### config.mk
export PLATFORM = sky130hd
export DESIGN_NAME = sa_write_arbiter
export DESIGN_NICKNAME = d
export VERILOG_FILES = /design/src/rtl/sa_write_arbiter.sv
export SDC_FILE = /design/constraint.sdc
export NUM_CORES = 1
export LEC_CHECK = 0
export CORE_AREA = 3 3 106 108
export DETAILED_ROUTE_END_ITERATION = 6
export DIE_AREA = 0 0 109 111
export DONT_BUFFER_PORTS = 1
export PLACE_DENSITY = 0.31
export REMOVE_ABC_BUFFERS = 1
export SLEW_MARGIN = 20
export SYNTH_ARGS = -nofsm -noshare
export SYNTH_HDL_FRONTEND = slang
export SYNTH_SLANG_ARGS = --single-unit
export TNS_END_PERCENT = 1
### constraint.sdc
create_clock -name ACLK_i -period 3.3 [get_ports ACLK_i]
set_clock_uncertainty 0.05 [all_clocks]
set_input_delay 0.825 -clock ACLK_i [delete_from_list [all_inputs] [get_ports ACLK_i]]
set_output_delay 0.825 -clock ACLK_i [all_outputs]
set_load 0.1 [all_outputs]
### src/rtl/sa_write_arbiter.sv
// Slave-side AXI4 write arbiter. It picks between dispatcher AW requests
// round-robin, forwards W beats in the same order the AWs were granted, and
// routes each B response to the dispatcher named by the top bits of its ID.
module sa_write_arbiter #(
  parameter int MST_AMT           = 2,
  parameter int MST_ID_W          = $clog2(MST_AMT),
  parameter int DATA_WIDTH        = 32,
  parameter int ADDR_WIDTH        = 32,
  parameter int TRANS_MST_ID_W    = 5,
  parameter int TRANS_BURST_W     = 2,
  parameter int TRANS_DATA_LEN_W  = 3,
  parameter int TRANS_DATA_SIZE_W = 3,
  parameter int TRANS_WR_RESP_W   = 2,
  parameter int W_ORDER_DEPTH     = 4,
  parameter int S_ID_W            = TRANS_MST_ID_W + MST_ID_W
) (
  input  logic                                  ACLK_i,
  input  logic                                  ARESETn_i,
  input  logic [TRANS_MST_ID_W*MST_AMT-1:0]     dsp_AWID_i,
  input  logic [ADDR_WIDTH*MST_AMT-1:0]         dsp_AWADDR_i,
  input  logic [TRANS_BURST_W*MST_AMT-1:0]      dsp_AWBURST_i,
  input  logic [TRANS_DATA_LEN_W*MST_AMT-1:0]   dsp_AWLEN_i,
  input  logic [TRANS_DATA_SIZE_W*MST_AMT-1:0]  dsp_AWSIZE_i,
  input  logic [MST_AMT-1:0]                    dsp_AWVALID_i,
  output logic [MST_AMT-1:0]                    dsp_AWREADY_o,
  input  logic [DATA_WIDTH*MST_AMT-1:0]         dsp_WDATA_i,
  input  logic [MST_AMT-1:0]                    dsp_WLAST_i,
  input  logic [MST_AMT-1:0]                    dsp_WVALID_i,
  output logic [MST_AMT-1:0]                    dsp_WREADY_o,
  output logic [TRANS_MST_ID_W*MST_AMT-1:0]     dsp_BID_o,
  output logic [TRANS_WR_RESP_W*MST_AMT-1:0]    dsp_BRESP_o,
  output logic [MST_AMT-1:0]                    dsp_BVALID_o,
  input  logic [MST_AMT-1:0]                    dsp_BREADY_i,
  output logic [S_ID_W-1:0]                     s_AWID_o,
  output logic [ADDR_WIDTH-1:0]                 s_AWADDR_o,
  output logic [TRANS_BURST_W-1:0]              s_AWBURST_o,
  output logic [TRANS_DATA_LEN_W-1:0]           s_AWLEN_o,
  output logic [TRANS_DATA_SIZE_W-1:0]          s_AWSIZE_o,
  output logic                                  s_AWVALID_o,
  input  logic                                  s_AWREADY_i,
  output logic [DATA_WIDTH-1:0]                 s_WDATA_o,
  output logic                                  s_WLAST_o,
  output logic                                  s_WVALID_o,
  input  logic                                  s_WREADY_i,
  input  logic [S_ID_W-1:0]                     s_BID_i,
  input  logic [TRANS_WR_RESP_W-1:0]            s_BRESP_i,
  input  logic                                  s_BVALID_i,
  output logic                                  s_BREADY_o
);

  localparam int PTR_W = $clog2(W_ORDER_DEPTH);

  typedef enum logic {IDLE, LOCK} state_t;

  state_t              state, state_nxt;
  logic [MST_ID_W-1:0] lock_idx, lock_idx_nxt;
  logic [MST_ID_W-1:0] rr_ptr, rr_ptr_nxt;
  logic [MST_ID_W-1:0] rr_pick, rr_cand, grant_idx;
  logic                rr_found;
  logic                aw_vld, aw_push;

  logic [MST_ID_W-1:0] order_mem [W_ORDER_DEPTH];
  logic [PTR_W:0]      wr_ptr, rd_ptr;
  logic                fifo_full, fifo_empty, w_pop;
  logic [MST_ID_W-1:0] head_idx;
  logic [MST_ID_W-1:0] b_idx;

  function automatic logic [MST_ID_W-1:0] next_idx(input logic [MST_ID_W-1:0] idx);
    if (int'(idx) == MST_AMT - 1) return '0;
    return idx + 1'b1;
  endfunction

  assign fifo_empty = (wr_ptr == rd_ptr);
  assign fifo_full  = (wr_ptr[PTR_W] != rd_ptr[PTR_W]) &&
                      (wr_ptr[PTR_W-1:0] == rd_ptr[PTR_W-1:0]);
  assign head_idx   = order_mem[rd_ptr[PTR_W-1:0]];

  // First requesting master at or after rr_ptr, wrapping upward.
  always_comb begin
    rr_pick  = rr_ptr;
    rr_cand  = '0;
    rr_found = 1'b0;
    for (int i = 0; i < MST_AMT; i++) begin
      rr_cand = MST_ID_W'((int'(rr_ptr) + i) % MST_AMT);
      if (!rr_found && dsp_AWVALID_i[rr_cand]) begin
        rr_found = 1'b1;
        rr_pick  = rr_cand;
      end
    end
  end

  // Arbiter next state: IDLE grants combinationally, LOCK freezes a stalled grant.
  always_comb begin
    state_nxt    = state;
    lock_idx_nxt = lock_idx;
    rr_ptr_nxt   = rr_ptr;
    grant_idx    = rr_pick;
    aw_vld       = 1'b0;
    aw_push      = 1'b0;
    case (state)
      IDLE: begin
        if (|dsp_AWVALID_i && !fifo_full) begin
          aw_vld = 1'b1;
          if (s_AWREADY_i) begin
            aw_push    = 1'b1;
            rr_ptr_nxt = next_idx(rr_pick);
          end else begin
            state_nxt    = LOCK;
            lock_idx_nxt = rr_pick;
          end
        end
      end
      LOCK: begin
        grant_idx = lock_idx;
        aw_vld    = 1'b1;
        if (s_AWREADY_i) begin
          aw_push    = 1'b1;
          rr_ptr_nxt = next_idx(lock_idx);
          state_nxt  = IDLE;
        end
      end
      default: state_nxt = IDLE;
    endcase
  end

  // Arbiter state, held grant and round-robin pointer.
  always_ff @(posedge ACLK_i) begin
    if (!ARESETn_i) begin
      state    <= IDLE;
      lock_idx <= '0;
      rr_ptr   <= '0;
    end else begin
      state    <= state_nxt;
      lock_idx <= lock_idx_nxt;
      rr_ptr   <= rr_ptr_nxt;
    end
  end

  // AW payload mux and per-master ready; everything quiet during reset.
  always_comb begin
    s_AWID_o      = {grant_idx, dsp_AWID_i[int'(grant_idx)*TRANS_MST_ID_W +: TRANS_MST_ID_W]};
    s_AWADDR_o    = dsp_AWADDR_i[int'(grant_idx)*ADDR_WIDTH +: ADDR_WIDTH];
    s_AWBURST_o   = dsp_AWBURST_i[int'(grant_idx)*TRANS_BURST_W +: TRANS_BURST_W];
    s_AWLEN_o     = dsp_AWLEN_i[int'(grant_idx)*TRANS_DATA_LEN_W +: TRANS_DATA_LEN_W];
    s_AWSIZE_o    = dsp_AWSIZE_i[int'(grant_idx)*TRANS_DATA_SIZE_W +: TRANS_DATA_SIZE_W];
    s_AWVALID_o   = aw_vld & ARESETn_i;
    dsp_AWREADY_o = '0;
    if (aw_vld && ARESETn_i) dsp_AWREADY_o[grant_idx] = s_AWREADY_i;
  end

  // W path follows the oldest granted AW still owed data.
  always_comb begin
    s_WDATA_o    = dsp_WDATA_i[int'(head_idx)*DATA_WIDTH +: DATA_WIDTH];
    s_WLAST_o    = dsp_WLAST_i[head_idx];
    s_WVALID_o   = !fifo_empty && ARESETn_i && dsp_WVALID_i[head_idx];
    dsp_WREADY_o = '0;
    if (!fifo_empty && ARESETn_i) dsp_WREADY_o[head_idx] = s_WREADY_i;
  end

  assign w_pop = s_WVALID_o & s_WREADY_i & s_WLAST_o;

  // Order FIFO pointers; the extra MSB distinguishes full from empty.
  always_ff @(posedge ACLK_i) begin
    if (!ARESETn_i) begin
      wr_ptr <= '0;
      rd_ptr <= '0;
    end else begin
      if (aw_push) wr_ptr <= wr_ptr + 1'b1;
      if (w_pop)   rd_ptr <= rd_ptr + 1'b1;
    end
  end

  // Order FIFO storage records which master owns each accepted AW.
  always_ff @(posedge ACLK_i) begin
    if (aw_push && ARESETn_i) order_mem[wr_ptr[PTR_W-1:0]] <= grant_idx;
  end

  assign b_idx       = s_BID_i[S_ID_W-1 -: MST_ID_W];
  assign dsp_BID_o   = {MST_AMT{s_BID_i[TRANS_MST_ID_W-1:0]}};
  assign dsp_BRESP_o = {MST_AMT{s_BRESP_i}};

  // B routing by ID prefix; an out-of-range prefix is acknowledged and dropped.
  always_comb begin
    dsp_BVALID_o = '0;
    s_BREADY_o   = ARESETn_i;
    if (int'(b_idx) < MST_AMT) begin
      dsp_BVALID_o[b_idx] = s_BVALID_i & ARESETn_i;
      s_BREADY_o          = dsp_BREADY_i[b_idx] & ARESETn_i;
    end
  end

endmodule

## Word-level counts from Yosys, hierarchy flattened

Memory sizes are Yosys's and may differ from the RTL's. A register that Yosys moved wholly into a read port is not among the register bits.
Cells that the tools add are included.
Widths: inputs -> output; s select.

| storage, ports and cells | value |
|---|---|
| register bits | 9 |
| memory bits (writable) | 4 |
| bits of input ports | 175 |
| logic and storage cells | 107 |
| memories | 1 |

Memories:

| name | depth | bits a word | rd ports | clocked after memory_dff | write ports | line | source |
|---|---|---|---|---|---|---|---|
| order_mem | 4 | 1 | 1 | 1 | 1 | 62 | `logic [MST_ID_W-1:0] order_mem [W_ORDER_DEPTH];` |

| operators by class | value |
|---|---|
| add/subtract/negate cells | 5 |
| multiply operators | 2 |
| $lt $le $gt $ge | 8 |
| equal/unequal tests | 6 |
| shift operators | 6 |
| multiplexer cells | 48 |
| bitwise gates (word level) | 10 |
| reduce and logical (&&, ||, !) cells | 16 |

Operators by type and width:

| cell | count |
|---|---|
| $shiftx 64x7->32 | 2 |
| $mux 1 | 37 |
| $shiftx 6x32->3 | 1 |
| $logic_and 1x1->1 | 10 |
| $lt 1x2->1 const B | 5 |
| $shiftx 10x5->5 | 1 |
| $mux 2 | 4 |
| $pmux 1 s2 | 4 |
| $add 3x1->3 const B | 2 |
| $and 2x2->2 | 3 |
| $ne 2x2->1 const B | 3 |
| $reduce_and 3->1 | 2 |
| $shiftx 6x4->3 | 1 |
| $and 1x1->1 | 5 |
| $mul 1x3->4 const B | 1 |
| $shiftx 4x3->2 | 1 |
| $add 1x1->1 const B | 3 |
| $demux 1 s1 | 3 |
| $eq 3x3->1 | 1 |
| $ge 1x1->1 const B | 3 |
| $logic_not 1->1 | 3 |
| $mul 1x2->3 const B | 1 |
| $eq 2x2->1 | 1 |
| $not 1->1 | 2 |
| other kinds (2) | 2 |

## Depth between registers and ports, before layout

Gate-level depths: netlist of the first run.

| depth | value |
|---|---|
| depth after elaboration | 14 |
| mapped depth | 7 |
| depth with buffers taken out | 5 |

## Worst setup path before layout of the first run

Ideal clock, no wire load.

| timing | value |
|---|---|
| path type | reg-to-output |
| from | reg with a tool-made name |
| to | out dsp_WREADY_o[0] |
| data arrival time | 3.217 ns |
| required time | 2.425 ns |
| path slack | -0.792 ns |
| stages on the path, launching flop included | 5 |
| path buffers | 2 |
| cell sequence | dfxtp_1 > mux4_2 > buf_6 > buf_2 > nor3_1 |

RTL lines:

| item | line | source |
|---|---|---|
| end, declared | 29 | `output logic [MST_AMT-1:0] dsp_WREADY_o,` |

## Final worst setup path of the first run

| timing | value |
|---|---|
| from | in dsp_AWVALID_i[0] |
| to | out s_AWID_o[3] |

| between the ends | value |
|---|---|
| longest elaborated chain between the ends | 9 |

Ends and longest elaborated chain:

| item | line | source |
|---|---|---|
| start, declared | 24 | `input logic [MST_AMT-1:0] dsp_AWVALID_i,` |
| $mux 1 (implied by the code) (2 in series) | 85 | `if (!rr_found && dsp_AWVALID_i[rr_cand]) begin` |
| $mux 1 | 85 |  |
| $logic_not 1->1 | 85 |  |
| $logic_and 1x1->1 * | 85 |  |
| $mux 1 * | 85 |  |
| $mux 1 * | 100 | `case (state)` |
| $mul 1x3->4 * | 141 | `s_AWID_o = {grant_idx, dsp_AWID_i[int'(grant_idx)*TRANS_MST_ID_W +: TRANS_MST_ID_W]};` |
| $shiftx 10x5->5 * | 141 |  |
| end, declared | 34 | `output logic [S_ID_W-1:0] s_AWID_o,` |

Mark *: on every way between the ends. The rest lies on a longest branch, timed or not. The select of a mux whose other input is x is not followed.

==> flow_summary.json, run 1 <==
{
  "place_congestion": 0.750,
  "postRouteAntennaNets": 0,
  "hp-start": "rr_ptr$_SDFFE_PN0P_",
  "worst-path-max-fanout": 37,
  "grt_pass1_wl_microns": 10800,
  "chipWidth_microns": 109,
  "clkTransAtPathRegs_ns": 0.06,
  "max_slew_margin_pct": 49.8,
  "clockRootBuffer": "clkbuf_8",
  "switching_share_pct": 60.7,
  "synth_edf_count": 4,
  "grt.total_usage_pct": 11.8,
  "whs_path_depth": 2,
  "synthCells": 185,
  "rows": 37,
  "max_stage_delay_ns": 0.39,
  "start_util_pct": 18.2,
  "finalHoldViolations": 0,
  "final.setup.tns_ns": 0,
  "coreArea_sq_mm": 0.0103,
  "r2r_slack_ns": 1.04,
  "hold_ws_ns": 0.423,
  "vdd_drop_max_mv": 0.246,
  "clkPwrFrac_pct": 8.7,
  "path_common_cell": "buf_12",
  "yosysWarnings": 0,
  "antenna_found_initial": 0,
  "rr_worst_depth": 4,
  "finalSetupViolCount": 0,
  "synth_area_sq_mm": 0.00188,
  "post-route-period-util_pct": 94.7,
  "synth-seq-cells": 15,
  "crit_family": "multiplexers",
  "rsz0062_at_grt": "no",
  "routed_wl_microns": 7690,
  "drc": 0,
  "use_met2_pct": 24.5,
  "synth_top_cell_by_area": "mux2_2",
  "post_cts.repair.setup_buffers": 0,
  "hold_buffers": 0,
  "r2r-start": "order_mem[2]$_DFFE_PP_",
  "yosysMostFrequentCell": "mux2_2",
  "switchingPower_w": 0.00104,
  "worst_path_max_delay_cell": "mux2_2",
  "areaGrowthSynthToFinish_pct": 60.9,
  "fmax_ghz": 0.320,
  "p_seq_share_pct": 12.1,
  "arrival_ns": 2.25,
  "tightestPinTransition_ns": 0.754,
  "grt_overflow_total": 0,
  "cp_data_required_time_ns": 2.42,
  "tritoncts": "yes",
  "ys.flop_type": "dfxtp_1",
  "dieArea_sq_mm": 0.0121,
  "first_pass_iters": 3,
  "io_pins": 277,
  "dpl_cell_area_sq_mm": 0.00298,
  "min_period_ns": 3.12,
  "grt_use_met3_pct": 4.89,
  "use_met1_pct": 10.2,
  "cts_buffers": 3,
  "cap_violations": 0,
  "cts_buffer_depth": 2,
  "worstSetupPathType": "in -> out",
  "final_area_sq_mm": 0.00303,
  "clock_sinks": 15,
  "top_usage_layer": "met2",
  "cp.depth": 6,
  "holdPathEnd": "rr_ptr$_SDFFE_PN0P_",
  "worstPathCellList": "inv_1 > maj3_1 > mux2i_4 > buf_12 > mux2_2 > buf_12",
  "vias": 1627,
  "crit_buf_inv": 3,
  "worst_setup_path_start_kind": "primary input",
  "diodes": 0,
  "post-place-cells": 357,
  "final_cells": 361,
  "async_flop_share_pct": 0,
  "cts_htree_levels": 1,
  "power_frac_comb_pct": 79.2,
  "synth-seq-area-share_pct": 18.1,
  "internal-power_w": 0.000670,
  "outcome": "complete, no violations",
  "powerDensity_mw_per_mm2": 563,
  "power.leakage_nw": 1.20,
  "synth_cell_type_count": 33,
  "grt_max_degree": 38,
  "grt_pass1_vias": 1874,
  "crit_path_end_kind": "output pin",
  "clkLatencyLatePin_ns": 0.24,
  "die_h_microns": 111,
  "post_drt_via_cell_ratio": 4.51,
  "hp-class": "reg -> reg",
  "synth_area_per_cell_sq_um": 10.2,
  "drive_gt1_share_pct": 68.4,
  "wl_per_cell_microns": 21.3,
  "dp_hpwl_microns": 6880,
  "drtIter0Drc": 50,
  "final_nets": 406,
  "cts_resized": 0,
  "port_buffers": 0,
  "synth.area.top_cells": "mux2_2 (46%), dfxtp_1 (12%), buf_4 (7.6%)",
  "fin_util_pct": 29.3,
  "maxSlewViolCount": 0,
  "synth_top_cell_area_share_pct": 46.0,
  "synth_common_cells": "mux2_2 (77), buf_4 (19), dfxtp_1 (11), inv_1 (9)"
}
## through the flow
stage          total power [W]  setup slack [ns]
3_5_place_dp           0.00157             0.158
4_1_cts                0.00172             0.141
5_1_grt                0.00176            0.0158
2_1_floorplan          0.00120             -4.10
6_report               0.00171             0.176
3_3_place_gp           0.00158             0.177
## power groups by stage
stage | sequential [W] | combinational, W | clock, W
3_3_place_gp | 0.000211 | 0.00136 | 0
4_1_cts | 0.000207 | 0.00136 | 0.000154
2_1_floorplan | 0.000208 | 0.000993 | 0
5_1_grt | 0.000208 | 0.00138 | 0.000165
3_5_place_dp | 0.000211 | 0.00136 | 0
6_report | 0.000207 | 0.00135 | 0.000148
## layer usage
| metal | vias to the layer above | wire length (microns) | part of all wire, % |
|---|---|---|---|
| met5 | - | 0 | 0 |
| met3 | 2 | 981 | 13 |
| met1 | 716 | 2200 | 29 |
| li1 | 728 | - | - |
| met4 | 0 | 34 | 0.44 |
| met2 | 181 | 4470 | 58 |
## area by class of cell
cell class                 count  area, sq um
inverter                       9         33.8
timing repair buffer          61         1080
fill                        1057         7290
sequential                    15          340
multi-input combinational    136         1360
tap                          136          170
clock buffer                   4         45.0
## tightest hold or removal path: cells and delay by family (launching register included)
family	cells	cell delay (ns)
DFF	1	0.32
and+or+nand+nor	1	0.05
AOI/OAI and AO/OA	1	0.05
## kinds of logic (layout without fill, tap and decap cells)
logic type | count (synthesis) | in the layout | synth area share (%)
XOR/XNOR | 4 | 4 | 1.86
multiplexers | 87 | 87 | 52.4
flip-flops | 15 | 15 | 18.1
buffers and inverters | 34 | 74 | 11.2
AO/OA/AOI/OAI | 10 | 10 | 3.92
AND/OR/NAND/NOR | 29 | 29 | 8.64
adder cells (fa/ha/maj) | 6 | 6 | 3.85
## cells in the final DEF, fill, tap and decap left out, types with 4 or more instances in the layout
cell	Yosys	routed
mux2_2	77	77
buf_4	19	12
dfxtp_1	11	11
and3_1	4	4
mux2i_1	7	6
nand2_1	8	8
edfxtp_1	4	4
nor2_2	0	5
ha_1	5	5
buf_12	0	48
inv_1	9	9
## worst max-delay path by stage
stage | startpoint | endpoint | slack [ns]
2_1_floorplan | dsp_AWVALID_i[1] | dsp_AWREADY_o[0] | -4.10
3_3_place_gp | dsp_AWVALID_i[0] | s_AWLEN_o[1] | 0.18
3_5_place_dp | dsp_AWVALID_i[0] | s_AWLEN_o[1] | 0.16
4_1_cts | order_mem[2]$_DFFE_PP_ | s_WLAST_o | 0.14
5_1_grt | flip-flop | s_WLAST_o | 0.02
6_report | dsp_AWVALID_i[0] | s_AWID_o[3] | 0.18
(Power assumes the default switching activity.)
==> run 2, diff against run 1 <==
REMOVE_ABC_BUFFERS = unset   (was 1)
==> run 2 against run 1 <==
First-iteration DRC count fell by 36%. Register-to-register slack improved by 0.07 ns. Critical endpoint is now s_AWADDR_o[16]. Via count fell by 10%. Routed wire length fell by 12%. Cell count fell by 10%. Count of clock-buffer cells in the layout fell by 1. Core utilization fell by 7.3 points. Sequential cell count did not move. Worst setup slack got worse by 0.042 ns.
==> flow_summary.json, run 2 (same netlist as run 1, synthesis figures left out) <==
{
  "maxSlewViolCount": 0,
  "tritoncts": "yes",
  "dp_slack_ns": 0.122,
  "cts_htree_levels": 1,
  "chipWidth_microns": 109,
  "rows": 37,
  "arrival_ns": 2.29,
  "first_pass_iters": 4,
  "io_pins": 277,
  "place_congestion": 0.765,
  "switching_share_pct": 67.5,
  "multi_input_area_sq_mm": 0.00137,
  "wl_per_cell_microns": 20.8,
  "dieArea_sq_mm": 0.0121,
  "grt_pass1_wl_microns": 9180,
  "drc": 0,
  "power.leakage_nw": 0.853,
  "power_frac_comb_pct": 75.7,
  "min_period_ns": 3.17,
  "post_drt_via_cell_ratio": 4.50,
  "post-route-period-util_pct": 95.9,
  "clockRootBuffer": "clkbuf_8",
  "worst_setup_path_start_kind": "primary input",
  "cts_buffers": 3,
  "finalSetupViolCount": 0,
  "outcome": "complete, no violations",
  "worst-path-max-fanout": 45,
  "p_seq_share_pct": 14.0,
  "layout_commonest_cell": "mux2_2",
  "grt_overflow_total": 0,
  "cap_violations": 0,
  "coreArea_sq_mm": 0.0103,
  "clkPwrFrac_pct": 10.3,
  "routed_wl_microns": 6750,
  "crit_family": "multiplexers",
  "vias": 1457,
  "clock_sinks": 15,
  "switchingPower_w": 0.000996,
  "powerDensity_mw_per_mm2": 648,
  "drtIter0Drc": 32,
  "hp-class": "reg -> reg",
  "rsz0062_at_grt": "no",
  "max_slew_margin_pct": 62.0,
  "worstPathCellList": "inv_1 > maj3_1 > mux2i_4 > buf_12 > mux2_2",
  "internal-power_w": 0.000478,
  "seq_area_sq_um": 340,
  "fillCellCount": 1131,
  "start_util_pct": 18.2,
  "antenna_found_initial": 0,
  "final_nets": 369,
  "clkTransAtPathRegs_ns": 0.06,
  "max_stage_delay_ns": 0.59,
  "clkLatencyLatePin_ns": 0.25,
  "worstSetupPathType": "in -> out",
  "vdd_drop_max_mv": 0.265,
  "cts_resized": 0,
  "setup_ws_ns": 0.134,
  "cts_buffer_depth": 2,
  "grt_pass1_vias": 1571,
  "hold_buffers": 0,
  "worst_path_max_delay_cell": "mux2_2",
  "diodes": 0,
  "tightestPinTransition_ns": 0.572,
  "dp_hpwl_microns": 6030,
  "crit_buf_inv": 2,
  "fmax_ghz": 0.316,
  "cp_data_required_time_ns": 2.42,
  "drive_gt1_share_pct": 62.8,
  "port_buffers": 0,
  "crit_path_end_kind": "output pin",
  "post_cts.repair.setup_buffers": 0,
  "grt.total_usage_pct": 9.98,
  "die_h_microns": 111,
  "finalHoldViolations": 0,
  "grt_max_degree": 46,
  "syn_nets": 365,
  "areaGrowthSynthToFinish_pct": 20.9,
  "final_cell_mix": "mux2_2 (77), buf_4 (13), dfxtp_1 (11), buf_12 (11), inv_1 (9)",
  "postRouteAntennaNets": 0,
  "hold_ws_ns": 0.439
}
## run 2: area by class of cell
type	count	share of cell area [%]
multi-input cells	136	60.1
repair buffers	24	14.0
clock inverters	1	0.220
well taps	136	7.48
clock buffers	3	1.81
flip-flops and latches	15	15.0
inverters	9	1.48
## run 2: worst paths after layout
kind / from / to / slack [ns] / depth (start not counted)
min: rr_ptr$_SDFFE_PN0P_ / rr_ptr$_SDFFE_PN0P_ / 0.44 / 2
max reg2reg: order_mem[2]$_DFFE_PP_ / flip-flop / 1.11 / 5
max: dsp_AWVALID_i[0] / s_AWADDR_o[16] / 0.13 / 5
min reg2reg: rr_ptr$_SDFFE_PN0P_ / rr_ptr$_SDFFE_PN0P_ / 0.44 / 2
## run 2: tightest hold or removal path: cells and delay by family (launching register included)
kind / cells / cell delay (ns)
AND/OR/NAND/NOR: 1 / 0.06
flip-flops: 1 / 0.32
AO/OA/AOI/OAI: 1 / 0.06
## run 2: metal layers
| layer | track usage [%] | share of wire [%] | vias up |
|---|---|---|---|
| met5 | 0 | 0 | - |
| met4 | 0.758 | 0 | 0 |
| met3 | 3.67 | 12 | 0 |
| met2 | 20.8 | 57 | 166 |
| met1 | 9.13 | 32 | 635 |
| li1 | - | - | 656 |
## run 2: metrics by stage
stage	util (%)	std cells	area [sq um]	total power (W)	TNS, ns
after global placement	21.6	320	2230	0.00134	0
final	22.0	324	2280	0.00147	0
after global routing	22.0	324	2280	0.00152	0
after floorplan	-	185	1890	0.00129	-0.891
after detailed placement	21.6	320	2230	0.00133	0
after CTS	22.0	324	2280	0.00149	0
## run 2: power groups by stage
stage          Combinational, W  Clock (W)  Sequential (W)
6_report                0.00112   0.000151        0.000206
5_1_grt                 0.00114   0.000167        0.000208
4_1_cts                 0.00113   0.000160        0.000207
3_5_place_dp            0.00112          0        0.000211
3_3_place_gp            0.00112          0        0.000211
2_1_floorplan           0.00109          0        0.000208
==> run 3, diff against run 2 <==
CORE_AREA = 3 3 108 110   (was 3 3 106 108)
DIE_AREA = 0 0 111 113   (was 0 0 109 111)
PLACE_DENSITY = 0.3   (was 0.31)
==> run 3 against run 2 <==
Combinational power up 20%. Non-clock buffer count grew 36. Sequential power about the same. Critical path depth is 1 higher. Die area increased by 3.7%. First-iteration DRC count grew to 2.9 times the previous value. Via count grew 10%. Worst setup slack gained 0.015 ns. Global-route usage about the same. Critical endpoint is now s_AWADDR_o[23]. Largest power group unchanged. Highest routed layer is now met4.
==> flow_summary.json, run 3 (same netlist as run 1, synthesis figures left out) <==
{
  "outcome": "complete, no violations",
  "clkLatencyLatePin_ns": 0.24,
  "finalHoldViolations": 0,
  "worstSetupPathType": "in -> out",
  "cap_violations": 0,
  "chipWidth_microns": 111,
  "post_cts.repair.setup_buffers": 0,
  "routed_wl_microns": 6950,
  "arrival_ns": 2.28,
  "hold_buffers": 0,
  "final_cells": 364,
  "dp_hpwl_microns": 6250,
  "crit_start": "dsp_AWVALID_i[0]",
  "postRouteAntennaNets": 0,
  "rsz0062_at_grt": "no",
  "post_drt_via_cell_ratio": 4.42,
  "final_cell_mix": "mux2_2 (77), buf_12 (47), buf_4 (13), dfxtp_1 (11), inv_1 (9)",
  "max_slew_margin_pct": 62.9,
  "clkTransAtPathRegs_ns": 0.06,
  "clockRootBuffer": "clkbuf_8",
  "place_congestion": 0.719,
  "port_buffers": 0,
  "coreArea_sq_mm": 0.0108,
  "hold_ws_ns": 0.448,
  "power.leakage_nw": 1.19,
  "crit_end": "s_AWADDR_o[23]",
  "antenna_found_initial": 0,
  "dieArea_sq_mm": 0.0125,
  "hp-class": "reg -> reg",
  "die_h_microns": 113,
  "grt_pass1_vias": 1685,
  "worstPathCellList": "inv_1 > maj3_1 > mux2i_4 > buf_12 > mux2_2 > buf_12",
  "rr_worst_depth": 4,
  "layout_commonest_cell": "mux2_2",
  "grt_pass1_wl_microns": 9660,
  "grt_max_degree": 48,
  "power.total_w": 0.00169,
  "drtIter0Drc": 93,
  "cp_data_required_time_ns": 2.42,
  "start_util_pct": 17.4,
  "tritoncts": "yes",
  "drc": 0,
  "cts_buffer_depth": 2,
  "maxSlewViolCount": 0,
  "vdd_drop_max_mv": 0.261,
  "drive_gt1_share_pct": 68.3,
  "grt.total_usage_pct": 9.99,
  "grt_overflow_total": 0,
  "finalSetupViolCount": 0,
  "wl_per_cell_microns": 19.1,
  "post-route-period-util_pct": 95.5,
  "rows": 38,
  "fillCellCount": 1136,
  "areaGrowthSynthToFinish_pct": 59.3,
  "cts_buffers": 3,
  "r2r-start": "order_mem[0]$_DFFE_PP_",
  "path_common_cell": "buf_12",
  "syn_nets": 365,
  "cts_resized": 0,
  "worst-path-max-fanout": 47,
  "io_pins": 277,
  "hp-start": "rr_ptr$_SDFFE_PN0P_",
  "crit_path_end_kind": "output pin",
  "max_stage_delay_ns": 0.41,
  "worst_path_max_delay_cell": "mux2_2",
  "vias": 1609,
  "clock_sinks": 15,
  "diodes": 0,
  "cts_htree_levels": 1,
  "worst_setup_path_start_kind": "primary input",
  "fmax_ghz": 0.317,
  "r2r_slack_ns": 1.27,
  "powerDensity_mw_per_mm2": 564,
  "first_pass_iters": 4,
  "min_period_ns": 3.15,
  "post-place-cells": 360,
  "tightestPinTransition_ns": 0.559,
  "final_nets": 405
}
[run 3: changes by cell type in the layout (fill, tap and decap cells not counted)]
cell and change:
buf_12 +36, clkbuf_1 +1, clkinv_2 -1
[run 3: through the flow]
step,area [sq um],worst slack [ns],TNS (ns),util [%]
global placement,2960,0.153,0,27.4
CTS,3000,0.142,0,27.8
finish,3000,0.150,0,27.8
global route,3000,0.0797,0,27.8
detailed placement,2960,0.139,0,27.4
floorplan,1890,-0.629,-0.891,-
[run 3: where the power goes]
part,switching [W],leakage (nW),internal [W]
Combinational,0.000957,1.04,0.000381
Sequential,0.00000927,0.126,0.000198
Clock,0.0000614,0.0228,0.0000853
Total,0.00103,1.19,0.000664
[run 3: worst max-delay path, delay by kind of cell]
| family | cells | cell delay, ns |
|---|---|---|
| muxes | 2 | 0.59 |
| buffers and inverters | 3 | 0.47 |
| adders and majority gates | 1 | 0.38 |
[run 3: worst min path at each step]
stage                     depth (start not counted)                   to
after global placement                            2  rr_ptr$_SDFFE_PN0P_
final                                             2  rr_ptr$_SDFFE_PN0P_
after global routing                              2  rr_ptr$_SDFFE_PN0P_
after floorplan                                   2  rr_ptr$_SDFFE_PN0P_
after detailed placement                          2  rr_ptr$_SDFFE_PN0P_
after CTS                                         2  rr_ptr$_SDFFE_PN0P_
[run 3: routing by layer]
| layer | part of all wire, % | vias up | wire length, microns | track usage [%] |
|---|---|---|---|---|
| met2 | 53 | 172 | 3700 | 18.2 |
| met4 | 1.3 | 0 | 88 | 2.87 |
| met1 | 32 | 702 | 2260 | 10.8 |
| met3 | 13 | 4 | 904 | 3.85 |
| met5 | 0 | - | 0 | 0 |
| li1 | - | 731 | - | - |
[run 3: area by class of cell]
class                           count  area, sq um  area share (%)
Tap cell                          140          175            5.84
Timing Repair Buffer               60         1040            34.6
Inverter                            9         33.8            1.13
Sequential cell                    15          340            11.3
Multi-Input combinational cell    136         1370            45.6
Clock buffer                        4         45.0            1.50
